[config.mk]
export PLATFORM = sky130hd
export DESIGN_NAME = rx_frame_builder
export DESIGN_NICKNAME = d
export VERILOG_FILES = /design/src/rtl/rx_frame_builder.sv
export SDC_FILE = /design/constraint.sdc
export NUM_CORES = 2
export LEC_CHECK = 0
export ABC_CLOCK_PERIOD_IN_PS = 3700
export BUFFER_PORTS_ARGS = -buffer_cell sky130_fd_sc_hd__clkbuf_2
export CORE_UTILIZATION = 55
export CTS_CLUSTER_DIAMETER = 40
export CTS_CLUSTER_SIZE = 24
export DETAILED_ROUTE_END_ITERATION = 16
export PLACE_DENSITY_LB_ADDON = 0.3
export SLEW_MARGIN = 10
export SYNTH_ARGS = -nofsm -noshare
export SYNTH_HDL_FRONTEND = slang
export SYNTH_SLANG_ARGS = --single-unit
[constraint.sdc]
create_clock -name i_rx_clk -period 3.7 [get_ports i_rx_clk]
set_input_delay 0.74 -clock i_rx_clk [delete_from_list [all_inputs] [get_ports i_rx_clk]]
set_output_delay 0.74 -clock i_rx_clk [all_outputs]
set_load 0.005 [all_outputs]
[src/rtl/rx_frame_builder.sv]
// rx_frame_builder
// Collects a packet of bytes into a local buffer, then emits it as a frame:
// preamble byte (0x55 or 0xAA), 16-bit little-endian length, then the payload.
// Packets that do not fit in the buffer are discarded and flagged on o_drop.

module rx_frame_builder #(
    parameter int BUF_ADD_WIDTH = 8
) (
    input  logic       i_rx_clk,
    input  logic       i_rx_rst_n,
    input  logic       i_in_val,
    input  logic       i_in_sof,
    input  logic       i_in_eof,
    input  logic [7:0] i_in_data,
    output logic       o_in_rdy,
    input  logic       i_baud_sel,
    output logic [7:0] o_tx_data,
    output logic       o_tx_valid,
    output logic       o_tx_sof,
    input  logic       i_tx_rdy,
    output logic       o_busy,
    output logic       o_drop
);

    localparam int DEPTH = 2 ** BUF_ADD_WIDTH;

    // Length value meaning "buffer completely filled"; one more beat overflows.
    localparam logic [BUF_ADD_WIDTH:0] FULL_LEN = {1'b1, {BUF_ADD_WIDTH{1'b0}}};
    localparam logic [BUF_ADD_WIDTH:0] ONE_LEN  = {{BUF_ADD_WIDTH{1'b0}}, 1'b1};
    localparam logic [BUF_ADD_WIDTH:0] ZERO_LEN = '0;

    localparam logic [7:0] PRE_FAST = 8'h55;
    localparam logic [7:0] PRE_SLOW = 8'hAA;

    typedef enum logic [2:0] {
        IDLE,
        LOAD,
        PRE,
        LEN_1,
        LEN_2,
        DATA
    } state_t;

    state_t                   state;
    logic [BUF_ADD_WIDTH:0]   length;
    logic [BUF_ADD_WIDTH-1:0] rd_addr;
    logic [BUF_ADD_WIDTH-1:0] rd_next;
    logic [7:0]               buffer [DEPTH];

    logic                     in_beat;
    logic                     out_beat;
    logic                     last_byte;
    logic [15:0]              length_ext;
    logic [7:0]               preamble;

    logic                     buf_we;
    logic [BUF_ADD_WIDTH-1:0] buf_wa;

    // Input is only accepted while collecting; the transmit phase ignores input.
    assign o_in_rdy   = (state == IDLE) || (state == LOAD);
    assign o_busy     = (state != IDLE);

    assign in_beat    = i_in_val && o_in_rdy;
    assign out_beat   = o_tx_valid && i_tx_rdy;

    assign rd_next    = rd_addr + 1'b1;
    assign last_byte  = ({1'b0, rd_addr} == (length - ONE_LEN));
    assign length_ext = 16'(length);
    assign preamble   = i_baud_sel ? PRE_FAST : PRE_SLOW;

    // Decide whether the current input beat lands in the buffer and where.
    always_comb begin
        buf_we = 1'b0;
        buf_wa = '0;
        if (in_beat) begin
            if (i_in_sof) begin
                buf_we = 1'b1;
                buf_wa = '0;
            end else if ((state == LOAD) && (length != FULL_LEN)) begin
                buf_we = 1'b1;
                buf_wa = length[BUF_ADD_WIDTH-1:0];
            end
        end
    end

    // Payload storage; contents are deliberately left untouched by reset.
    always_ff @(posedge i_rx_clk) begin
        if (buf_we) begin
            buffer[buf_wa] <= i_in_data;
        end
    end

    // Main FSM: collects the packet, then walks preamble/length/payload,
    // advancing only on accepted output beats so outputs hold during stalls.
    always_ff @(posedge i_rx_clk or negedge i_rx_rst_n) begin
        if (!i_rx_rst_n) begin
            state      <= IDLE;
            length     <= ZERO_LEN;
            rd_addr    <= '0;
            o_tx_valid <= 1'b0;
            o_tx_sof   <= 1'b0;
            o_tx_data  <= 8'h00;
            o_drop     <= 1'b0;
        end else begin
            o_drop <= 1'b0;
            case (state)
                IDLE: begin
                    if (in_beat && i_in_sof) begin
                        length <= ONE_LEN;
                        if (i_in_eof) begin
                            state      <= PRE;
                            o_tx_valid <= 1'b1;
                            o_tx_sof   <= 1'b1;
                            o_tx_data  <= preamble;
                        end else begin
                            state <= LOAD;
                        end
                    end
                end

                LOAD: begin
                    if (in_beat) begin
                        if (i_in_sof) begin
                            // A new start abandons whatever was collected so far.
                            length <= ONE_LEN;
                            if (i_in_eof) begin
                                state      <= PRE;
                                o_tx_valid <= 1'b1;
                                o_tx_sof   <= 1'b1;
                                o_tx_data  <= preamble;
                            end
                        end else if (length == FULL_LEN) begin
                            o_drop <= 1'b1;
                            length <= ZERO_LEN;
                            state  <= IDLE;
                        end else begin
                            length <= length + ONE_LEN;
                            if (i_in_eof) begin
                                state      <= PRE;
                                o_tx_valid <= 1'b1;
                                o_tx_sof   <= 1'b1;
                                o_tx_data  <= preamble;
                            end
                        end
                    end
                end

                PRE: begin
                    if (out_beat) begin
                        state     <= LEN_1;
                        o_tx_sof  <= 1'b0;
                        o_tx_data <= length_ext[7:0];
                    end
                end

                LEN_1: begin
                    if (out_beat) begin
                        state     <= LEN_2;
                        o_tx_data <= length_ext[15:8];
                    end
                end

                LEN_2: begin
                    if (out_beat) begin
                        state     <= DATA;
                        rd_addr   <= '0;
                        o_tx_data <= buffer[0];
                    end
                end

                DATA: begin
                    if (out_beat) begin
                        if (last_byte) begin
                            state      <= IDLE;
                            rd_addr    <= '0;
                            o_tx_valid <= 1'b0;
                            o_tx_data  <= 8'h00;
                        end else begin
                            rd_addr   <= rd_next;
                            o_tx_data <= buffer[rd_next];
                        end
                    end
                end

                default: begin
                    state      <= IDLE;
                    o_tx_valid <= 1'b0;
                    o_tx_sof   <= 1'b0;
                    o_tx_data  <= 8'h00;
                end
            endcase
        end
    end

endmodule

After elaboration in Yosys (flattened, before gate mapping):

Memories as Yosys holds them, arrays and structs flattened.
Cells that the tools add are included.

* $add $sub $neg: 3
* $mul: 0
* div/mod/pow operators: 0
* magnitude comparators: 0
* equal/unequal tests: 16
* shift-type cells: 0
* mux-type cells: 60
* bitwise operators: 2
* reductions and logical operators: 17

Operators by type and width (number)
* two-way mux 8 bit: 17
* case mux 8 bit (6 select lines): 1
* two-way mux 9 bit: 4
* two-way mux 3 bit: 10
* two-way mux 1 bit: 22
* case mux 3 bit (6 select lines): 1
* case mux 9 bit (2 select lines): 1
* case mux 8 bit (2 select lines): 1
* AND reduction 7 bit: 2
* inequality test 2 bit (second input constant): 6
* adder 9 x 1 -> 9 bit (second input constant): 1
* == test 8 x 9 -> 1 bit: 1
* == test 9 bit (second input constant): 1
* inequality test 9 bit (second input constant): 1
* subtractor 9 x 1 -> 9 bit (second input constant): 1
* adder 8 x 1 -> 8 bit (second input constant): 1
* case mux 1 bit (4 select lines): 2
* == test 3 x 2 -> 1 bit (second input constant): 2
* == test 3 bit (second input constant): 2
* AND reduction 3 bit: 2
* AND reduction 6 bit: 1
* OR reduction 3 bit: 2
* AND reduction 5 bit: 1
* logical AND 1 bit: 4
* 9 further kinds: 11

* flip-flop bits (word level): 31
* bits in latches: 0
* RAM bits: 2048
* memory bits (read-only): 0
* input bits: 15
* output and inout port bits: 13
* word-level logic and storage cells: 106
* memories kept: 1

Memories
* buffer: depth 256, width 8, rd ports 2, clocked after Yosys merged registers in 0, write ports 1, RTL line 48 `logic [7:0] buffer [DEPTH];`

Logic depth before layout (Yosys ltp):

* depth after elaboration: 7
* depth in mapped cells: 13
* depth with buffers taken out: 10

Least setup slack after synthesis:

Ideal clock, no wire load.

* path type: flip-flop to flip-flop
* start: reg rd_addr[1]
* end: reg o_tx_data[5]
* setup time: 138 ps
* data arrival time: 2814 ps
* required time: 3562 ps
* slack: 748 ps
* cell stages (with the launch flop): 11
* path buffers: 3
* period minus slack after synthesis: 2952 ps
* cell sequence: dfrtp_1 -> ha_1 -> buf_4 -> buf_2 -> clkbuf_1 -> mux4_2 -> mux4_2 -> a22oi_1 -> nand2_1 -> a221oi_1 -> o211ai_1

* longest elaborated chain between the ends: 5
* elaborated cells on any way between the ends: 6
* classes of those cells: 1 x add/sub; 1 x eq/ne; 3 x mux; 1 x memory

RTL lines
* from (decl): RTL line 46 `logic [BUF_ADD_WIDTH-1:0] rd_addr;`
* from (signal assigned): RTL line 179 `rd_addr <= rd_next;`
* adder 8 x 1 -> 8 bit: RTL line 66 `assign rd_next = rd_addr + 1'b1;`
* memory read (256 x 8 bit)
* two-way mux 8 bit (*): RTL line 173 `if (last_byte) begin`
* two-way mux 8 bit (*): RTL line 172 `if (out_beat) begin`
* case mux 8 bit (6 select lines) (*): RTL line 106 `case (state)`
* to (signal assigned): RTL line 114 `o_tx_data <= preamble;`
* to (signal assigned): RTL line 167 `o_tx_data <= buffer[0];`
* to (signal assigned): RTL line 180 `o_tx_data <= buffer[rd_next];`
* to (decl): RTL line 17 `output logic [7:0] o_tx_data,`

Mark *: on every way between the ends. The rest lies on a longest branch, timed or not. The select of a mux whose other input is x is not followed.
A chain may end at the register's enable or synchronous reset.

Worst setup path in the final report:

* start: reg rd_addr[0]
* end: reg o_tx_data[4]

The elaborated chain is that of the path after synthesis.

==> impl_metrics.csv <==
group,metric,value,unit
setup_path,startpoint,"rd_addr[0]",
routing,wirelength,202000,um
floorplanning,num_rows,141,
timing,rsz0062_at_grt,"false",
logic_synthesis,yosysUniqueCellTypes,59,
logic_synthesis,synth-seq-cells,2079,
global_route,overflow,0,
timing,hold_viol,0,
timing,fin_crit_sh,95.3,%
floorplanning,fp.dieH,387,um
setup_path,crit_path_max_incr_delay,580,ps
timing,setup_violations,0,
min_path,min_to,"length[1]",
floorplanning,core,147000,um^2
timing,tns,0,ps
routing,drc,0,
routing,wl_per_cell,30.5,um
clock_network,cts_setup_buffers,0,
logic_synthesis,synth-seq-area-share,76.3,%
timing,fin_worst_skew,65.3,ps
logic_synthesis,synth_nets,4078,
global_route,grt_pass1_wl,295000,um
timing,min_period,3530,ps
clock_network,cts_buffers,213,
logic_synthesis,synth_edf_count,2048,
logic_synthesis,ys.flop_type,"edfxtp_1",
clock_network,cts.htree.levels,4,
setup_path,cp_data_required_time,4480,ps
clock_network,clkTransAtPathRegs,70,ps
cells_and_area,final_cell_mix,"edfxtp_1 (2048), mux4_2 (542), buf_4 (424)",
setup_path,cp_cell_sequence,"ha_4, buf_12, buf_12, buf_4, mux4_2, nand2_1, nand3_1, nand4_1, o21ai_0, buf_4, nand2_1, o211ai_1",
timing,worst_pin_slew,1210,ps
floorplanning,start_util,55.4,%
clock_network,clockBufferDepth,3,
setup_path,cp_num_buf_inv,4,
setup_path,cp_top_family,"buffers and inverters",
cells_and_area,diodes,0,
routing,drt-initial-drc-count,5568,
setup_path,path_class,"reg -> reg",
min_path,min_from,"i_in_sof",
global_route,grt_max_degree,142,
power_and_ir_drop,ir_drop,0.000561,V
cells_and_area,drive_gt1_share,31.3,%
routing,vias,42600,
placement,detailed_place_hpwl,124000,um
routing,viasPerCell,6.42,
logic_synthesis,synth_area_per_cell,20.1,um^2
global_route,grt_antenna_before_repair,9,
floorplanning,die_w,387,um
setup_path,path_max_fanout,27,
outcome,status,"completed",
logic_synthesis,yosys_warnings,0,
power_and_ir_drop,power.leakage,30.5,nW
placement,gp_congestion,0.974,
cells_and_area,area_growth,16.4,%
clock_network,ctsResizeCount,0,
setup_path,reg2reg_slack,170,ps
cells_and_area,finalInstanceArea,95100,um^2
clock_network,cts_root_buf,"clkbuf_16",
setup_path,worstPathArrival,4310,ps
clock_network,clock-sinks,2079,
setup_path,timing.rr.start,"rd_addr[0]",
power_and_ir_drop,powerDensity,664,nW/um^2
floorplanning,num_io_pins,28,
placement,port_buffers,27,
timing,drv_slew,0,
logic_synthesis,syn-cell-area,81700,um^2
clock_network,insertion_delay,870,ps
global_route,grtUsageTotal,27.3,%
logic_synthesis,netlist_instances,4059,
clock_network,postCtsHoldBufs,1,
setup_path,crit_path_start_kind,"flop",
setup_path,setup.worst_path.end_class,"flop",
clock_network,tritoncts,"done",
setup_path,r2r-end,"o_tx_data[4]",
routing,ant_nets,0,
timing,max_freq,284,MHz
run,drv_cap,0,
setup_path,crit_slowest_cell,"dfrtp_4",
setup_path,reg2reg_depth,12,
min_path,hold_class,"in -> reg",
cells_and_area,final_common_cell,"edfxtp_1",
cells_and_area,nets,4534,
placement,dpl_cell_area,87300,um^2
routing,drt-pass1-iter-count,8,
logic_synthesis,async_flop_share,1.49,%
min_path,min_path_cells,2,
floorplanning,die_area,150000,um^2
timing,slew_headroom,18.7,%
global_route,grt_pass1_vias,42000,
metal layers:
layer	GRT usage (%)	vias up	wire, um
met5	0	-	85
met4	8.93	12	6120
met3	5.92	331	20600
met2	41.8	2297	96200
met1	39.5	22400	79300
li1	-	17500	-
flip-flops by register name, indices dropped and copies added, names as in the netlist:
signal	count
state	3
rd_addr	8
o_tx_valid	1
o_tx_data	8
o_tx_sof	1
o_drop	1
length	9
buffer	2048
final cells by class:
| cell class | instances | area (um^2) |
|---|---|---|
| fillers | 9591 | 52400 |
| flip-flops and latches | 2079 | 62300 |
| well taps | 1930 | 2410 |
| inverters | 7 | 26.3 |
| clock inverters | 180 | 2360 |
| repair buffers | 498 | 4320 |
| multi-input cells | 1716 | 18300 |
| clock buffers | 226 | 5390 |
where the power goes:
| group | internal [mW] | leakage [nW] | switching, mW |
|---|---|---|---|
| logic | 6.66 | 7.91 | 7.28 |
| registers | 26.0 | 18.8 | 0.186 |
| clock network | 12.8 | 3.76 | 10.2 |
cells in the mapped netlist (12+ instances only):
| cell | count | area share, % |
|---|---|---|
| nand4_1 | 24 | 0.18 |
| edfxtp_1 | 2048 | 75 |
| a21oi_1 | 12 | 0.074 |
| xnor2_1 | 14 | 0.15 |
| buf_2 | 100 | 0.61 |
| buf_4 | 25 | 0.23 |
| dfrtp_1 | 31 | 0.95 |
| a32oi_1 | 22 | 0.24 |
| buf_1 | 22 | 0.10 |
| a22oi_1 | 24 | 0.22 |
| mux4_2 | 542 | 15 |
| nand3_1 | 200 | 1.2 |
| clkbuf_1 | 103 | 0.47 |
| o21ai_0 | 59 | 0.36 |
| mux2i_1 | 29 | 0.36 |
| nor2_1 | 293 | 1.3 |
| nand2_1 | 337 | 1.5 |
| a31oi_1 | 27 | 0.21 |
how the worst max path moves through the flow:
stage | endpoint | slack, ps | cells past startpoint
floorplan | o_tx_data[5] | 750 | 10
global placement | o_tx_data[4] | 150 | 12
detailed placement | o_tx_data[4] | 160 | 12
CTS | o_tx_data[4] | 160 | 12
global route | o_tx_data[4] | 40 | 12
finish | o_tx_data[4] | 170 | 12
per-stage QoR:
| step | cells | hold WS, ps | worst slack, ps | total power [mW] | util [%] |
|---|---|---|---|---|---|
| 5_1_grt | 6636 | 242 | 41.2 | 65.0 | 64.5 |
| 3_3_place_gp | 6229 | 566 | 146 | 40.5 | 59.2 |
| 4_1_cts | 6636 | 191 | 163 | 63.5 | 64.5 |
| 3_5_place_dp | 6229 | 581 | 164 | 40.6 | 59.2 |
| 2_1_floorplan | 4059 | 444 | 748 | 36.2 | - |
| 6_report | 6636 | 256 | 173 | 63.1 | 64.5 |
logic make-up after synthesis:
family | count (synthesis) | share of synthesized area (%)
AOI/OAI and AO/OA | 201 | 1.67
xor gates and xnor gates | 22 | 0.254
adders and majority gates | 4 | 0.0613
buffers and inverters | 264 | 1.55
DFF | 2079 | 76.3
muxes | 579 | 15.4
and+or+nand+nor | 910 | 4.80
(Power assumes the default switching activity.)
